File: config.mk
export PLATFORM = sky130hd
export DESIGN_NAME = prop_monitor
export DESIGN_NICKNAME = d
export VERILOG_FILES = /design/src/rtl/prop_monitor.sv
export SDC_FILE = /design/constraint.sdc
export NUM_CORES = 1
export LEC_CHECK = 0
export ABC_AREA = 1
export BUFFER_PORTS_ARGS = -buffer_cell sky130_fd_sc_hd__buf_2
export CORE_AREA = 4 4 125 127
export CTS_CLUSTER_SIZE = 8
export DETAILED_ROUTE_END_ITERATION = 8
export DIE_AREA = 0 0 129 131
export SYNTH_ARGS = -nofsm -noshare
export SYNTH_HDL_FRONTEND = slang
export SYNTH_SLANG_ARGS = --single-unit
export TNS_END_PERCENT = 20
File: constraint.sdc
create_clock -name clk -period 3.55 [get_ports clk]
set_input_delay 0 -clock clk [delete_from_list [all_inputs] [get_ports clk]]
set_output_delay 0 -clock clk [all_outputs]
set_load 0.02 [all_outputs]
File: src/rtl/prop_monitor.sv
// rtl/prop_monitor.sv - protocol monitor for a stage sequencer driving a program counter.
// Tracks the stage cycle, checks PC load timing and value, counts completed instructions.
module prop_monitor #(
  parameter int NSTAGE = 5,
  parameter int CNTW   = 16
) (
  input  logic            clk,
  input  logic            rst,
  input  logic [2:0]      stage,
  input  logic            pcWrite,
  input  logic [31:0]     pcValue,
  input  logic [31:0]     npcIn,
  output logic [CNTW-1:0] instrCount,
  output logic [31:0]     lastPc,
  output logic            errStage,
  output logic            errWrite,
  output logic            errNpc,
  output logic            errPc,
  output logic            errAny,
  output logic [1:0]      state
);

  localparam logic [1:0] SYNC  = 2'd0;
  localparam logic [1:0] TRACK = 2'd1;
  localparam logic [1:0] CHECK = 2'd2;
  localparam logic [1:0] FAULT = 2'd3;
  localparam logic [2:0] LAST  = 3'(NSTAGE - 1);

  logic [1:0]  st, nst;
  logic [2:0]  prev_stage;
  logic [2:0]  want_stage;
  logic [31:0] exp_pc;
  logic        checking, in_range;
  logic        set_stage, set_write, set_npc, set_pc, any_set;
  logic        load, commit;

  // Violation detection for the current sample; FAULT and SYNC run no checks.
  always_comb begin
    checking   = (st == TRACK) || (st == CHECK);
    in_range   = int'(stage) < NSTAGE;
    want_stage = (prev_stage == LAST) ? 3'd0 : prev_stage + 3'd1;
    set_stage  = checking && (!in_range || (stage != want_stage));
    set_write  = (st == TRACK) && (pcWrite != (stage == LAST));
    load       = (st == TRACK) && pcWrite && (stage == LAST);
    set_npc    = load && (npcIn != pcValue + 32'd1);
    set_pc     = (st == CHECK) && (pcValue != exp_pc);
    any_set    = set_stage || set_write || set_npc || set_pc;
  end

  always_comb begin
    nst = st;
    case (st)
      SYNC:    nst = (stage == 3'd0) ? TRACK : SYNC;
      TRACK:   nst = any_set ? FAULT : (load ? CHECK : TRACK);
      CHECK:   nst = any_set ? FAULT : TRACK;
      default: nst = FAULT;
    endcase
  end

  // A CHECK cycle only retires the instruction when it raised no new error.
  always_comb begin
    commit = (st == CHECK) && !any_set;
    state  = st;
  end

  always_ff @(posedge clk) begin
    if (rst) begin
      st         <= SYNC;
      prev_stage <= 3'd0;
      exp_pc     <= 32'd0;
      instrCount <= '0;
      lastPc     <= 32'd0;
      errStage   <= 1'b0;
      errWrite   <= 1'b0;
      errNpc     <= 1'b0;
      errPc      <= 1'b0;
      errAny     <= 1'b0;
    end else begin
      st     <= nst;
      errAny <= errStage | errWrite | errNpc | errPc;
      if (st != FAULT) prev_stage <= stage;
      if (set_stage) errStage <= 1'b1;
      if (set_write) errWrite <= 1'b1;
      if (set_npc)   errNpc   <= 1'b1;
      if (set_pc)    errPc    <= 1'b1;
      if (load)      exp_pc   <= npcIn;
      if (commit) begin
        lastPc <= pcValue;
        if (instrCount != {CNTW{1'b1}}) instrCount <= instrCount + CNTW'(1);
      end
    end
  end

endmodule

Word level (Yosys, flattened, before mapping)
Cells that the tools add are included.
{"block": "totals", "memories": 0, "ff_bits": 90, "ram_bits": 0, "latchBits": 0, "mem_bits_ro": 0, "input_bits": 70}
{"block": "op_classes", "magnitude_cmp": 1, "bitwise_logic": 3, "n_reduce_logical": 17, "n_eq_ne": 10, "div": 0, "n_addsub": 3, "n_mux": 6, "shift": 0, "multipliers": 0}
{"operator": "inequality test 32 bit", "count": 2}
{"operator": "adder 32 x 1 -> 32 bit, second input constant", "count": 1}
{"operator": "adder 16 x 1 -> 16 bit, second input constant", "count": 1}
{"operator": "inequality test 16 bit, second input constant", "count": 1}
{"operator": "logical AND 1 bit", "count": 7}
{"operator": "equality test 3 bit, second input constant", "count": 2}
{"operator": "2-to-1 mux 2 bit", "count": 3}
{"operator": "case mux 2 bit (3 select lines)", "count": 1}
{"operator": "logical OR 1 bit", "count": 5}
{"operator": "adder 3 x 1 -> 3 bit, second input constant", "count": 1}
{"operator": "logical NOT 3 bit", "count": 1}
{"operator": "less-than comparator 3 bit, second input constant", "count": 1}
{"operator": "2-to-1 mux 3 bit", "count": 1}
{"operator": "inequality test 3 bit", "count": 1}
{"operator": "bitwise OR 1 bit", "count": 3}
{"operator": "equality test 2 x 1 -> 1 bit, second input constant", "count": 1}
{"operator": "equality test 2 bit, second input constant", "count": 1}
{"operator": "logical NOT 1 bit", "count": 2}
{"operator": "logical NOT 2 bit", "count": 1}
{"operator": "inequality test 2 bit, second input constant", "count": 1}
{"operator": "AND reduction 2 bit", "count": 1}
{"operator": "2-to-1 mux 1 bit", "count": 1}
{"operator": "inequality test 1 bit", "count": 1}

Longest topological paths before layout
Gate-level depths: netlist of the first run.
{"block": "logic_depth", "depth_word": 11, "ltp_mapped": 21, "ltp_nobuf": 20}

Worst setup path after synthesis of the first run
Ideal clock, no wire load.
{"block": "synth_path", "kind": "reg2reg", "from": "register instrCount[0]", "to": "register instrCount[12]", "setup_slack_ps": 1441, "required_ps": 3434, "setup_ps": 116, "arrival_ps": 1993, "path_stages_with_launch": 11, "path_buffers": 0, "synth_period_minus_slack_ps": 2109, "path_cell_list": "dfxtp_1 ha_1 nand2_1 nor3_1 nand3_1 nor3_1 inv_1 nor3_1 nand4_1 o21ai_0 nor2_1"}
{"block": "synth_between", "elab_chain_cells": 2}
{"element": "start, declared", "line": "13", "text": "output logic [CNTW-1:0] instrCount,"}
{"element": "start signal, assigned", "line": "89", "text": "if (instrCount != {CNTW{1'b1}}) instrCount <= instrCount + CNTW'(1);"}
{"element": "parallel branches: the longest is 2 deep, another holds adder 16 x 1 -> 16 bit"}
Parallel ways; which one is timed is not known.
A chain may end at the register's enable or synchronous reset.

Worst setup path in the final report of the first run
{"block": "layout_path", "from": "input port pcValue[0]", "to": "register lastPc[20]"}
{"block": "layout_between", "elab_chain_cells": 7}
{"element": "start, declared", "line": "11", "text": "input logic [31:0] pcValue,"}
{"element": "adder 32 x 1 -> 32 bit", "line": "45", "text": "set_npc = load && (npcIn != pcValue + 32'd1);"}
{"element": "inequality test 32 bit", "line": "45"}
{"element": "logical AND 1 bit", "line": "45"}
{"element": "logical OR 1 bit", "line": "47", "text": "any_set = set_stage || set_write || set_npc || set_pc;"}
{"element": "logical OR 1 bit *", "line": "47"}
{"element": "logical NOT 1 bit *", "line": "62", "text": "commit = (st == CHECK) && !any_set;"}
{"element": "logical AND 1 bit *", "line": "62"}
{"element": "end signal, assigned", "line": "88", "text": "lastPc <= pcValue;"}
{"element": "end, declared", "line": "14", "text": "output logic [31:0] lastPc,"}
Every way passes the cells marked *; elsewhere a longest branch is shown, timed or not.

==> reports/results.txt, run 1 <==
pre-CTS setup slack - 0.768 ns
leakage dissipation - 0.00346 uW
share of the yosys chip area belonging to registers - 31.7%
total global-route track usage - 20.2%
core occupancy in the finished layout - 50.7%
first-pass GRT wire length - 27.5 mm
actual slew at the worst max-slew pin - 1.06 ns
Clk Tree Root Cell - clkbuf_16
standard cell core area - 14400 sq um
Total Die Area - 16900 sq um
Max Cap Viol - 0
clock tree from TritonCTS - built
n_diodes - 0
vertical die dimension - 131 microns
worst path arrival time - 3.25 ns
Clock Pin Slew Worst Setup and Hold Paths - 0.06 ns
Post-Place Cells - 1190
Crit path top cell by count - nor2_1
Crit-path slowest cell - dlygate4sd3_1
Final HPWL DP - 12.2 mm
number of global-route vias before repair - 5729
maximum number of pins on one net before global-route repair - 71
kind of path behind the tightest hold check - input pin to flip-flop
Routed wire per std cell - 13.1 microns
Distinct cells, synth - 34
layout overhead on the synthesized area - 28.8%
run status - finished with violations
series of cell instances along the critical path - dlygate4sd3_1 -> buf_2 -> ha_1 -> nand2_1 -> nor2_4 -> nand2_1 -> nor2_4 -> nor2_1 -> nor2_1 -> nand2_1 -> nor2_1 -> nand2_1 -> nor2_1 -> nand2_1 -> nor2_1 -> nor2_1 -> nor2_2 -> nand2_1 -> buf_4 -> nor2_1 -> nor2_1
ratio of final minimum period to clock period - 84.6%
starting density of the core - 39.3%
post-synthesis register bit count - 90
violated checks - negative hold slack
number of clock buffers inserted by TritonCTS - 9
gpl congestion - 0.915
total overflow reported by the global router - 0
cells after synthesis - 908
Net Count, Synth - 987
required time reported for the critical path endpoint - 3.79 ns
Rel. slew slack - 29.5%
time the worst path needs with I/O delays and setup - 3.00 ns
Ports - 125
routed vias/inst - 4.80
H-tree lvl count - 3
number of synthesized flops with an enable pin - 0
top achievable clock speed - 0.333 GHz
Net count, final - 1160
count of clock tree sinks - 90
CTS max path bufs - 2
number of design rule violations left after detail routing - 0
Hold WS - -0.000171 ns
number of gates resized after CTS - 0
setup repair after global routing missed its margin - false
count of yosys warnings during synthesis - 0
startpoint type of the worst setup path - input pin
number of nets with antenna violations after detailed routing - 0
footprint of the multi-input gates - 3340 sq um
DR vias - 6089
peak supply drop - 0.000207 V
async set-or-reset flop fraction in the synthesized netlist - 0%
commonest register cell after synthesis - dfxtp_1
ratio of total power to cell area - 317 nW/um^2
final worst clock skew - 0.0102 ns
average instance area after synthesis - 6.25 sq um
DRC marker count from the first detailed-route iteration - 331
number of setup violations in the final report - 0
first-pass iteration count of the detailed router - 5
standard-cell rows - 44
layout cells sized above 1 - 15.2%
kind of end point of the critical path - flip-flop
final instance count without filler cells - 1269
number of antenna violations at the first check in global routing - 0
PnR Total Power - 2320 uW
CP max stage delay - 0.52 ns
Setup WS post-layout - 0.545 ns
accumulated negative setup slack - 0 ns
number of slew-limit violations in the final report - 0
area of the mapped netlist - 5680 sq um
area taken by flip-flops and latches - 1800 sq um
crit path max fanout - 18
wire length after detailed routing - 16.6 mm
number of fill cells in the layout - 1559
horizontal die dimension - 129 microns
latest clock arrival within the worst-skew pair - 0.35 ns
count of final hold-check violations - 1
number of port buffers - 124
Worst Path Class, Setup - input pin to flip-flop
-- critical path: cells and delay by family --
| family | cells | cell delay (ns) |
|---|---|---|
| adder cells (fa/ha/maj) | 1 | 0.23 |
| buffers and inverters | 3 | 0.95 |
| AND/OR/NAND/NOR | 17 | 2.04 |
-- placed cells by master (no fill, tap or decap), types with 3 or more instances in the layout --
master / netlist / layout
nand2_1: 221 / 221
nor2_1: 170 / 169
buf_2: 9 / 124
inv_1: 98 / 97
dfxtp_1: 90 / 90
dlygate4sd3_1: 0 / 64
o21ai_0: 43 / 43
a21oi_1: 42 / 42
nand3_1: 40 / 40
xor2_1: 31 / 31
o21ai_1: 30 / 30
nand4_1: 23 / 23
nor3_1: 21 / 21
xnor2_1: 21 / 21
ha_1: 9 / 9
clkbuf_16: 0 / 9
nor2_2: 5 / 6
nand3b_1: 6 / 6
or2_2: 5 / 5
buf_4: 1 / 5
inv_2: 3 / 4
nor2_4: 4 / 4
clkbuf_1: 17 / 4
nand2_2: 3 / 3
o21bai_1: 3 / 3
-- path summary, 6_finish.rpt --
path,startpoint,endpoint,slack (ns),depth (start not counted)
min,npcIn[25],exp_pc[25]$_SDFFE_PP0P_,-0.0002,3
max,pcValue[0],lastPc[20]$_SDFFE_PP0P_,0.55,21
min reg2reg,exp_pc[22]$_SDFFE_PP0P_,exp_pc[22]$_SDFFE_PP0P_,0.47,2
max reg2reg,exp_pc[12]$_SDFFE_PP0P_,lastPc[20]$_SDFFE_PP0P_,1.00,13
-- sequential cells by signal, summed over array words and instances, names as in the netlist --
signal / flops
exp_pc: 32
errAny: 1
state: 2
errPc: 1
errStage: 1
lastPc: 32
errWrite: 1
instrCount: 16
prev_stage: 3
errNpc: 1
-- Yosys cell counts (3+ instances only) --
master / number / area, sq um
nand2_1: 221 / 830
nor2_1: 170 / 638
inv_1: 98 / 368
dfxtp_1: 90 / 1800
o21ai_0: 43 / 215
a21oi_1: 42 / 210
nand3_1: 40 / 200
xor2_1: 31 / 272
o21ai_1: 30 / 150
nand4_1: 23 / 144
nor3_1: 21 / 105
xnor2_1: 21 / 184
clkbuf_1: 17 / 63.8
buf_2: 9 / 45.0
ha_1: 9 / 113
nand3b_1: 6 / 45.0
nor2_2: 5 / 31.3
or2_2: 5 / 31.3
nor2_4: 4 / 45.0
buf_6: 3 / 33.8
inv_2: 3 / 11.3
nand2_2: 3 / 18.8
o21bai_1: 3 / 22.5
-- area by class of cell --
type	instances	area share (%)
Clock buffer	13	3.29
Clock inverter	2	0.205
Inverter	101	5.19
Multi-Input combinational cell	686	45.7
Sequential cell	90	24.7
Tap cell	184	3.15
Timing Repair Buffer	193	17.8
-- through the flow --
step | cell area [sq um] | hold WS (ns)
6_report | 7310 | -0.000171
4_1_cts | 7310 | 0.000832
3_3_place_gp | 6410 | 0.256
5_1_grt | 7310 | 0.00727
3_5_place_dp | 6410 | 0.264
2_1_floorplan | 5680 | 0.135
-- power breakdown --
part | switching [uW] | internal, uW | total (uW)
combinational | 238 | 169 | 407
sequential | 11.0 | 1030 | 1040
clock | 400 | 472 | 873
total | 649 | 1670 | 2320
-- logic make-up after synthesis --
| family | share of synthesized area [%] |
|---|---|
| AND/OR/NAND/NOR | 37.7 |
| flip-flops | 31.7 |
| buffers and inverters | 9.39 |
| multiplexers | 0.176 |
| AO/OA/AOI/OAI | 10.9 |
| adder cells (fa/ha/maj) | 1.98 |
| XOR/XNOR | 8.02 |
-- routing by layer --
metal  vias to the layer above  GRT usage, %  share of wire [%]
met3                        26          2.52                3.5
met4                         0          7.41                2.0
li1                       3214             -                  -
met2                       112          34.6                 47
met1                      2737          26.0                 47
met5                         -             0                  0
-- timing repair --
item                      4_1_cts  5_1_grt
buffers inserted                0        0
hold buffers                   64        0
hold endpoints to repair       64        0
Note: power is estimated with default switching activity, not from simulation.
==> run 2: changes to the inputs <==
--- a/config.mk
+++ b/config.mk
@@ -5,12 +5,12 @@
 export SDC_FILE = /design/constraint.sdc
 export NUM_CORES = 1
 export LEC_CHECK = 0
-export ABC_AREA = 1
+export ABC_AREA = 0
 export BUFFER_PORTS_ARGS = -buffer_cell sky130_fd_sc_hd__buf_2
-export CORE_AREA = 4 4 125 127
+export CORE_AREA = 4 4 120 122
 export CTS_CLUSTER_SIZE = 8
 export DETAILED_ROUTE_END_ITERATION = 8
-export DIE_AREA = 0 0 129 131
+export DIE_AREA = 0 0 124 126
 export SYNTH_ARGS = -nofsm -noshare
 export SYNTH_HDL_FRONTEND = slang
 export SYNTH_SLANG_ARGS = --single-unit
==> constraint.sdc (replaced) <==
create_clock -name clk -period 2.5 [get_ports clk]
set_input_delay 0 -clock clk [delete_from_list [all_inputs] [get_ports clk]]
set_output_delay 0 -clock clk [all_outputs]
set_load 0.02 [all_outputs]
==> reports/results.txt, run 2 <==
async set-or-reset flop fraction in the synthesized netlist - 0% (unchanged)
Worst Path Class, Setup - input pin to flip-flop
final worst clock skew - 0.00589 ns (-0.00430 ns)
internal power - 2540 uW (+52%)
worst reg-to-reg setup slack - -0.16 ns (-1.16 ns)
ratio of final minimum period to clock period - 109%
worst path arrival time - 3.01 ns (-0.24 ns)
violated checks - negative setup slack
Adder-Cell Fraction of Synth Area - 2.14% (+0.16 points)
top achievable clock speed - 0.367 GHz
layout cells sized above 1 - 31.1% (+16 points)
total overflow reported by the global router - 0 (unchanged)
actual slew at the worst max-slew pin - 0.591 ns (-0.464 ns)
worst hold path depth - 4 (+1)
CTS max path bufs - 2 (unchanged)
commonest cells after routing, fill and taps aside - buf_2, buf_4, dfxtp_1
number of antenna violations at the first check in global routing - 1 (+1)
kind of path behind the tightest hold check - input pin to flip-flop
switching share of power - 26.6% (-1.4 points)
commonest register cell after synthesis - dfxtp_1
count of final hold-check violations - 0 (-1)
layout overhead on the synthesized area - 45.3%
setup repair after global routing missed its margin - true
accumulated negative setup slack - -6.27 ns (-6.27 ns)
Worst Reg-to-Reg Cells - 10 (-3)
leakage dissipation - 0.00343 uW (-0.66%)
Setup WS post-layout - -0.225 ns (-0.771 ns)
combinational family with the most area after synthesis - simple AND/OR/NAND/NOR gates
buffers plus inverters on the worst setup path - 2 (-1)
Crit-path slowest cell - or4_4
peak supply drop - 0.000353 V (+70%)
n_diodes - 0 (unchanged)
Routed wire per std cell - 16.4 microns (+26%)
number of synthesized flops with an enable pin - 0 (unchanged)
number of clock buffers inserted by TritonCTS - 9 (unchanged)
number of global-route vias before repair - 5566 (-2.8%)
share of the synthesized area in the top cell type - 34.3% (+2.5 points)
simple-gate portion of the synthesized area - 25.0% (-13 points)
number of slew-limit violations in the final report - 0 (unchanged)
beginning of the worst hold path - npcIn[21]
largest registers in the final layout - exp_pc x32, lastPc x32, instrCount x16
kind of end point of the critical path - flip-flop
dominant cell type by area after synthesis - dfxtp_1
gpl congestion - 0.927 (+1.3%)
Net count, final - 968 (-17%)
routed vias/inst - 5.29 (+10%)
Clock Pin Slew Worst Setup and Hold Paths - 0.06 ns (about the same)
placed cell area - 6630 sq um (+3.4%)
Distinct cells, synth - 61 (+79%)
first-pass iteration count of the detailed router - 5 (unchanged)
R2R Path End - instrCount[7]$_SDFFE_PP0P_
Ports - 125 (unchanged)
footprint of the multi-input gates - 3330 sq um (-0.37%)
DR vias - 5652 (-7.2%)
Rel. slew slack - 60.3% (+31 points)
post-synthesis mux area share - 7.85% (+7.7 points)
number of setup violations in the final report - 47 (+47)
cells after synthesis - 649 (-29%)
count of clock tree sinks - 90 (unchanged)
run status - finished with violations
number of nets with antenna violations after detailed routing - 0 (unchanged)
DRC marker count from the first detailed-route iteration - 372 (+12%)
crit path max fanout - 8 (-10)
Max Cap Viol - 0 (unchanged)
Net Count, Synth - 728 (-26%)
H-tree lvl count - 3 (unchanged)
power share of the clock group - 39.2% (+1.6 points)
most common library cell in the layout ignoring fill and taps - buf_2
ratio of total power to cell area - 453 nW/um^2 (+43%)
PnR Total Power - 3460 uW (+49%)
area taken by flip-flops and latches - 1800 sq um (about the same)
area of the mapped netlist - 5260 sq um (-7.4%)
horizontal die dimension - 124 microns (-3.9%)
beginning of the critical path - pcValue[15]
Seq pwr share - 42.2% (-2.6 points)
time the worst path needs with I/O delays and setup - 2.73 ns
vertical die dimension - 126 microns (-3.8%)
Switching Power - 919 uW (+42%)
average instance area after synthesis - 8.10 sq um (+30%)
Total Die Area - 15600 sq um (-7.5%)
top cells by count, synth - dfxtp_1, nand2_1, nor2_1
most common cell in the synthesized netlist - dfxtp_1
starting density of the core - 39.9% (+0.51 points)
standard cell core area - 13200 sq um (-8.6%)
post-synthesis register bit count - 90 (unchanged)
startpoint type of the worst setup path - input pin
clock tree from TritonCTS - built
count of yosys warnings during synthesis - 0 (unchanged)
worst hold path endpoint - exp_pc[21]$_SDFFE_PP0P_
maximum number of pins on one net before global-route repair - 46 (-35%)
compound-cell area share of the yosys netlist - 13.3% (+2.3 points)
number of fill cells in the layout - 1180 (-24%)
top cells by area, synth - dfxtp_1, xor2_1, mux2i_1, nand2_1, a21oi_1
standard-cell rows - 42 (-4.5%)
latest clock arrival within the worst-skew pair - 0.35 ns (about the same)
total global-route track usage - 22.3% (+2.2 points)
xor/xnor cell area share of the yosys netlist - 12.2% (+4.1 points)
series of cell instances along the critical path - buf_8 -> nand4_1 -> or4_4 -> o31ai_4 -> o31ai_4 -> or4_4 -> nor3_4 -> buf_6 -> o21ai_4 -> or4_1 -> a21oi_1
first-pass GRT wire length - 27.7 mm (+0.98%)
number of design rule violations left after detail routing - 0 (unchanged)
wire length after detailed routing - 17.6 mm (+6.1%)
required time reported for the critical path endpoint - 2.78 ns (-1.01 ns)
startpoint of the worst register-to-register path - exp_pc[29]$_SDFFE_PP0P_
combinational share of power - 18.6% (+1.1 points)
post-route cell area - 7640 sq um (+4.5%)
CP max stage delay - 0.67 ns (+0.15 ns)
share of the yosys chip area belonging to registers - 34.3% (+2.5 points)
Clk Tree Root Cell - clkbuf_16
category of cells accounting for the largest share of critical-path delay - simple AND/OR/NAND/NOR gates
Final HPWL DP - 12.9 mm (+6.3%)
number of port buffers - 124 (unchanged)
run 2: worst max path at each step:
stage                                   to  slack [ns]  depth (start not counted)
2_1_floorplan  instrCount[12]$_SDFFE_PP0P_       -0.27                         12
3_3_place_gp    instrCount[5]$_SDFFE_PP0P_       -0.88                         10
3_5_place_dp    instrCount[5]$_SDFFE_PP0P_       -0.87                         10
4_1_cts         instrCount[5]$_SDFFE_PP0P_       -0.20                         11
5_1_grt         instrCount[7]$_SDFFE_PP0P_       -0.29                         10
6_report        instrCount[7]$_SDFFE_PP0P_       -0.23                         11
run 2: cells by family after synthesis:
group | after synthesis
adders and majority gates | 9
DFF | 90
muxes | 41
buffers and inverters | 62
AOI/OAI and AO/OA | 113
and+or+nand+nor | 261
xor gates and xnor gates | 73
run 2: cell type report:
type / instances / area share, %
inverters: 15 / 0.737
clock inverters: 6 / 0.885
flip-flops and latches: 90 / 23.6
well taps: 176 / 2.88
multi-input cells: 499 / 43.6
repair buffers: 274 / 25.3
clock buffers: 9 / 2.95
run 2: repair_timing:
item | 4_1_cts | 5_1_grt
cloned | 2 | 0
buffers inserted | 9 | 2
hold buffers | 46 | 0
endpoints found under the setup margin | 50 | 50
resized for setup | 27 | 9
pin swaps | 18 | 9
endpoints found under the hold margin | 53 | 0
run 2: power by group through the flow:
stage / clock, uW / sequential, uW / combinational, uW
after floorplan: 0 / 1500 / 286
after global placement: 0 / 1490 / 542
after detailed placement: 0 / 1490 / 549
after CTS: 1390 / 1460 / 634
after global routing: 1440 / 1460 / 697
final: 1360 / 1460 / 643
run 2: stage by stage:
stage / worst slack [ns] / util, % / hold WS [ns] / instances
6_report: -0.225 / 57.9 / 0.0312 / 1069
5_1_grt: -0.287 / 57.9 / 0.0386 / 1069
4_1_cts: -0.200 / 57.5 / 0.0188 / 1067
3_5_place_dp: -0.871 / 50.3 / 0.269 / 995
3_3_place_gp: -0.884 / 50.3 / 0.261 / 995
2_1_floorplan: -0.270 / - / 0.136 / 649
run 2: routing by layer:
metal  up-vias  share of wire [%]  GRT usage, %  routed length [microns]
li1       2760                  -             -                        -
met1      2687                 43          28.9                     7620
met2       179                 48          37.3                     8520
met3        24                6.3          4.53                     1110
met4         2                1.8          6.83                      325
met5         -              0.040             0                        7
run 2: worst reg2reg max path: cells and delay by family (launching register included):
family                    cells  cell delay, ns
buffers and inverters         1            0.16
DFF                           1            0.33
xor gates and xnor gates      1            0.17
and+or+nand+nor               4            1.28
AOI/OAI and AO/OA             4            0.66
